### src/rtl/alu_master.sv
// alu_master: sequences one ALU transaction at a time.
// A request is latched, its operands are issued to the ALU (in one beat, or in two
// beats when split support is built in), the master waits a command-dependent
// latency, then captures RES and the flags and holds them until the response is taken.
// Optional feature: define ALU_MASTER_SPLIT_EN to enable two-beat (split) operand issue.
module alu_master #(
    parameter int WIDTH   = 8,
    parameter int LAT_STD = 1,
    parameter int LAT_MUL = 2
) (
    input  logic               CLK,
    input  logic               RST,
    input  logic               req_valid,
    output logic               req_ready,
    input  logic               req_mode,
    input  logic [3:0]         req_cmd,
    input  logic [WIDTH-1:0]   req_opa,
    input  logic [WIDTH-1:0]   req_opb,
    input  logic               req_cin,
    input  logic               req_split,
    output logic               CE,
    output logic               MODE,
    output logic [3:0]         CMD,
    output logic [WIDTH-1:0]   OPA,
    output logic [WIDTH-1:0]   OPB,
    output logic               CIN,
    output logic [1:0]         INP_VALID,
    input  logic [2*WIDTH-1:0] RES,
    input  logic               COUT,
    input  logic               OFLOW,
    input  logic               G,
    input  logic               L,
    input  logic               E,
    input  logic               ERR,
    output logic               rsp_valid,
    input  logic               rsp_ready,
    output logic [2*WIDTH-1:0] rsp_res,
    output logic [5:0]         rsp_flags
);

    // A latency of 0 would never reach the capture point, so it is promoted to 1.
    localparam int LAT_STD_E = (LAT_STD < 1) ? 1 : LAT_STD;
    localparam int LAT_MUL_E = (LAT_MUL < 1) ? 1 : LAT_MUL;
    localparam int LAT_MAX   = (LAT_STD_E > LAT_MUL_E) ? LAT_STD_E : LAT_MUL_E;
    localparam int CNT_W     = $clog2(LAT_MAX + 1);

    typedef enum logic [2:0] {IDLE, ISSUE, ISSUE_A, ISSUE_B, WAIT, RESP} state_t;

    state_t             state, state_nx;
    logic [CNT_W-1:0]   cnt, cnt_nx, lat_load;
    logic               accept, is_mul;
    logic               ce_nx, mode_nx, cin_nx, rsp_valid_nx;
    logic [3:0]         cmd_nx;
    logic [WIDTH-1:0]   opa_nx, opb_nx, opb_hold, opb_hold_nx;
    logic [1:0]         inp_valid_nx;
    logic [2*WIDTH-1:0] rsp_res_nx;
    logic [5:0]         rsp_flags_nx;

`ifndef ALU_MASTER_SPLIT_EN
    logic unused_split;
    assign unused_split = req_split;
`endif

    // Ready is combinational on state so it drops the instant reset asserts and
    // is already high in the first cycle after reset is released.
    assign req_ready = (state == IDLE) && !RST;
    assign accept    = req_valid && req_ready;

    // MODE/CMD registers hold the latched request, so they select the latency.
    assign is_mul   = MODE && ((CMD == 4'd9) || (CMD == 4'd10));
    assign lat_load = is_mul ? CNT_W'(LAT_MUL_E) : CNT_W'(LAT_STD_E);

    // State register.
    always_ff @(posedge CLK or posedge RST) begin
        if (RST) state <= IDLE;
        else     state <= state_nx;
    end

    // Next state and next values of every registered output.
    always_comb begin
        state_nx     = state;
        cnt_nx       = cnt;
        ce_nx        = CE;
        mode_nx      = MODE;
        cmd_nx       = CMD;
        opa_nx       = OPA;
        opb_nx       = OPB;
        cin_nx       = CIN;
        inp_valid_nx = 2'b00;
        opb_hold_nx  = opb_hold;
        rsp_valid_nx = rsp_valid;
        rsp_res_nx   = rsp_res;
        rsp_flags_nx = rsp_flags;
        case (state)
            IDLE: begin
                ce_nx = 1'b0;
                if (accept) begin
                    ce_nx   = 1'b1;
                    mode_nx = req_mode;
                    cmd_nx  = req_cmd;
                    cin_nx  = req_cin;
                    opa_nx  = req_opa;
`ifdef ALU_MASTER_SPLIT_EN
                    opb_hold_nx = req_opb;
                    if (req_split) begin
                        state_nx     = ISSUE_A;
                        opb_nx       = '0;
                        inp_valid_nx = 2'b01;
                    end else begin
                        state_nx     = ISSUE;
                        opb_nx       = req_opb;
                        inp_valid_nx = 2'b11;
                    end
`else
                    state_nx     = ISSUE;
                    opb_nx       = req_opb;
                    inp_valid_nx = 2'b11;
`endif
                end
            end
            ISSUE: begin
                state_nx = WAIT;
                cnt_nx   = lat_load;
                ce_nx    = 1'b1;
            end
`ifdef ALU_MASTER_SPLIT_EN
            ISSUE_A: begin
                state_nx     = ISSUE_B;
                ce_nx        = 1'b1;
                opb_nx       = opb_hold;
                inp_valid_nx = 2'b10;
            end
            ISSUE_B: begin
                state_nx = WAIT;
                cnt_nx   = lat_load;
                ce_nx    = 1'b1;
            end
`endif
            WAIT: begin
                ce_nx = 1'b1;
                if (cnt <= CNT_W'(1)) begin
                    // Last latency cycle: this edge samples the ALU result.
                    state_nx     = RESP;
                    cnt_nx       = '0;
                    ce_nx        = 1'b0;
                    rsp_valid_nx = 1'b1;
                    rsp_res_nx   = RES;
                    rsp_flags_nx = {COUT, OFLOW, G, L, E, ERR};
                end else begin
                    cnt_nx = cnt - CNT_W'(1);
                end
            end
            RESP: begin
                ce_nx = 1'b0;
                if (rsp_ready) begin
                    state_nx     = IDLE;
                    rsp_valid_nx = 1'b0;
                end
            end
            default: begin
                state_nx = IDLE;
                ce_nx    = 1'b0;
            end
        endcase
    end

    // Output, counter and operand-hold registers; reset clears all of them.
    always_ff @(posedge CLK or posedge RST) begin
        if (RST) begin
            cnt       <= '0;
            CE        <= 1'b0;
            MODE      <= 1'b0;
            CMD       <= '0;
            OPA       <= '0;
            OPB       <= '0;
            CIN       <= 1'b0;
            INP_VALID <= 2'b00;
            opb_hold  <= '0;
            rsp_valid <= 1'b0;
            rsp_res   <= '0;
            rsp_flags <= '0;
        end else begin
            cnt       <= cnt_nx;
            CE        <= ce_nx;
            MODE      <= mode_nx;
            CMD       <= cmd_nx;
            OPA       <= opa_nx;
            OPB       <= opb_nx;
            CIN       <= cin_nx;
            INP_VALID <= inp_valid_nx;
            opb_hold  <= opb_hold_nx;
            rsp_valid <= rsp_valid_nx;
            rsp_res   <= rsp_res_nx;
            rsp_flags <= rsp_flags_nx;
        end
    end

endmodule

### config.mk
export PLATFORM = sky130hd
export DESIGN_NAME = alu_master
export DESIGN_NICKNAME = d
export VERILOG_FILES = /design/src/rtl/alu_master.sv
export SDC_FILE = /design/constraint.sdc
export NUM_CORES = 1
export LEC_CHECK = 0
export BUFFER_PORTS_ARGS = -buffer_cell sky130_fd_sc_hd__buf_2
export CORE_MARGIN = 1
export CORE_UTILIZATION = 50
export CTS_CLUSTER_DIAMETER = 200
export DETAILED_ROUTE_END_ITERATION = 8
export PLACE_DENSITY = 0.91
export SYNTH_ARGS = -nofsm -noshare
export SYNTH_HDL_FRONTEND = slang
export SYNTH_SLANG_ARGS = --single-unit
### constraint.sdc
create_clock -name CLK -period 2.3 [get_ports CLK]
set_input_delay 0.23 -clock CLK [delete_from_list [all_inputs] [get_ports CLK]]
set_output_delay 0.23 -clock CLK [all_outputs]
set_load 0.02 [all_outputs]
==> results_dict.tcl <==
set metrics [dict create \
    timing_worst_setup_path_type "reg2reg" \
    min_path_cells 2 \
    setup_tns_ps 0 \
    drive_gt1_share_pct 65.3 \
    drtIter0Drc 95 \
    insertion_delay_ps 300 \
    ant_nets 0 \
    postLayoutCoreUtil_pct 67.9 \
    rr_worst_depth 5 \
    r2r_end "rsp_flags[3]" \
    synthFlopType "dfrtp_1" \
    syn_inst 135 \
    holdCritStartpoint "req_cin" \
    synth-edff-count 0 \
    place_congestion 0.719 \
    diodes 0 \
    cp_data_arrival_time_ps 1940 \
    die-height_um 67.8 \
    peakVddDrop_mv 0.966 \
    grt_usage_pct 19.9 \
    antenna_found_initial 0 \
    placed_cell_area_mm2 0.00265 \
    synth.avg_cell_area_um2 16.1 \
    synth.distinct_cells 25 \
    die-area_mm2 0.00460 \
    drc_errors 0 \
    cp.required_ps 2480 \
    multiInputGateArea_um2 785 \
    power_density_mw_per_mm2 1600 \
    crit_path_end_kind "flop" \
    grt_pass1_wl_mm 6.61 \
    clock.fmax_mhz 569 \
    final-hold-violation-count 0 \
    start_util_pct 53.0 \
    setup_viol 0 \
    critPathLaunchType "flop" \
    yosys_warnings 0 \
    design_area_mm2 0.00278 \
    path_max_fanout 14 \
    min_path_type "in2reg" \
    synthArstFlopShare_pct 100 \
    grt_pass1_vias 1440 \
    timing.final.crit_share_pct 76.3 \
    clkSinkCount 51 \
    rrSetupSlack_ps 540 \
    status "finished, final reports clean" \
    post_cts_buffers 0 \
    area.sequential_mm2 0.00128 \
    path_clk_slew_ps 90 \
    syn_nets 188 \
    hold_ws_ps 154 \
    ctsResizeCount 0 \
    io_buffers 96 \
    firstDrtPassIters 4 \
    p_leak_nw 1.46 \
    die_x_um 67.8 \
    rows 23 \
    slew_viol_final 0 \
    grt-ovfl-total 0 \
    nFillCells 296 \
    via_count 1407 \
    grt_max_degree 35 \
    synth_seq_cells 51 \
    root_buffer "clkbuf_8" \
    worst_pin_slew_ps 412 \
    cts_buffers 5 \
    syn-cell-area_mm2 0.00217 \
    period_needed_ps 1760 \
    syn2layout_area_growth_pct 28.1 \
    pin_count 98 \
    avgRoutedWirePerCell_um 14.8 \
    core_mm2 0.00409 \
    holdPathEnd "CIN" \
    grt_setup_unrepaired "no" \
    max_slew_margin_pct 72.5 \
    finClkSkew_ps 8.60 \
    maxCapViolCount 0 \
    cts_max_level 2 \
    hpwlAfterDp_mm 3.25 \
    worstReg2RegStart "state[0]" \
    vias_per_cell 4.92 \
    ys_seq_area_share_pct 58.9 \
    cts_tree "yes" \
    finalWirelength_mm 4.23 \
    nNetsFinal 288 \
    cts_buffer_depth 2 \
]
placed cells by master (no fill, tap or decap), types with 2 or more instances in the layout:
cell | netlist | routed
a21oi_1 | 3 | 3
buf_2 | 2 | 96
buf_4 | 1 | 3
mux2_2 | 25 | 25
a221o_1 | 2 | 2
dfrtp_1 | 51 | 51
nor2_1 | 2 | 2
clkbuf_8 | 0 | 5
mux2_4 | 19 | 19
nand2_1 | 2 | 2
ha_1 | 4 | 4
inv_1 | 7 | 6
nand2b_1 | 2 | 2
power by group:
part / switching [mW] / leakage, nW / internal, mW
Sequential: 0.254 / 0.606 / 1.35
Combinational: 1.17 / 0.795 / 1.05
Clock: 0.288 / 0.0581 / 0.324
Total: 1.71 / 1.46 / 2.72
cells by family after synthesis:
kind of cell	Yosys count	share of synthesized area (%)
DFF	51	58.9
muxes	45	26.6
buffers and inverters	14	4.91
and+or+nand+nor	11	3.75
AOI/OAI and AO/OA	9	3.12
adders and majority gates	4	2.31
xor gates and xnor gates	1	0.404
per-layer routing:
layer	share of wire, %	track usage (%)
met1	40	23.7
met2	53	34.3
met3	6.3	5.50
met4	1.2	7.03
met5	0	0
repair_timing:
item                                    4_1_cts  5_1_grt
hold buffers                                  1        0
endpoints found under the hold margin        17        0
endpoints found under the setup margin        0        0
state kept, by name, indices dropped and copies added, names as in the netlist:
signal,cells
state,2
rsp_res,16
CIN,1
OPA,8
cnt,2
rsp_valid,1
CE,1
INP_VALID,1
CMD,4
MODE,1
OPB,8
rsp_flags,6
critical path: stages (launching register included):
cell and delay [ps]:
dfrtp_1 410, inv_1 100, ha_1 320, nor2b_4 200, buf_4 270, mux2_4 330
metrics by stage:
stage | std cells | power (mW) | setup WS (ps)
CTS | 286 | 4.48 | 527
finish | 286 | 4.43 | 544
global route | 286 | 4.72 | 429
floorplan | 135 | 3.30 | 765
detailed placement | 277 | 3.86 | 560
global placement | 277 | 3.76 | 589
synth_stat cells (2+ instances only):
| cell type | n | area, um^2 |
|---|---|---|
| a21oi_1 | 3 | 15.0 |
| a221o_1 | 2 | 20.0 |
| buf_12 | 2 | 40.0 |
| buf_2 | 2 | 10.0 |
| buf_6 | 2 | 22.5 |
| dfrtp_1 | 51 | 1280 |
| ha_1 | 4 | 50.1 |
| inv_1 | 7 | 26.3 |
| mux2_2 | 25 | 282 |
| mux2_4 | 19 | 285 |
| nand2_1 | 2 | 7.51 |
| nand2b_1 | 2 | 12.5 |
| nor2_1 | 2 | 7.51 |
worst max path at each step:
stage / start / end / slack, ps
floorplan: state[0] / rsp_res[10] / 760
global placement: state[0] / rsp_res[3] / 590
detailed placement: state[0] / rsp_flags[3] / 560
CTS: state[0] / rsp_flags[3] / 530
global route: state[0] / rsp_flags[3] / 430
finish: state[0] / rsp_flags[3] / 540
final cells by class:
type	instances	share of cell area [%]
clock inverter	3	1.58
timing repair buffer	100	18.5
multi-input combinational	70	28.3
tap	50	2.25
sequential	51	46.0
inverter	7	0.947
clock buffer	5	2.48
Note: power is estimated with default switching activity, not from simulation.
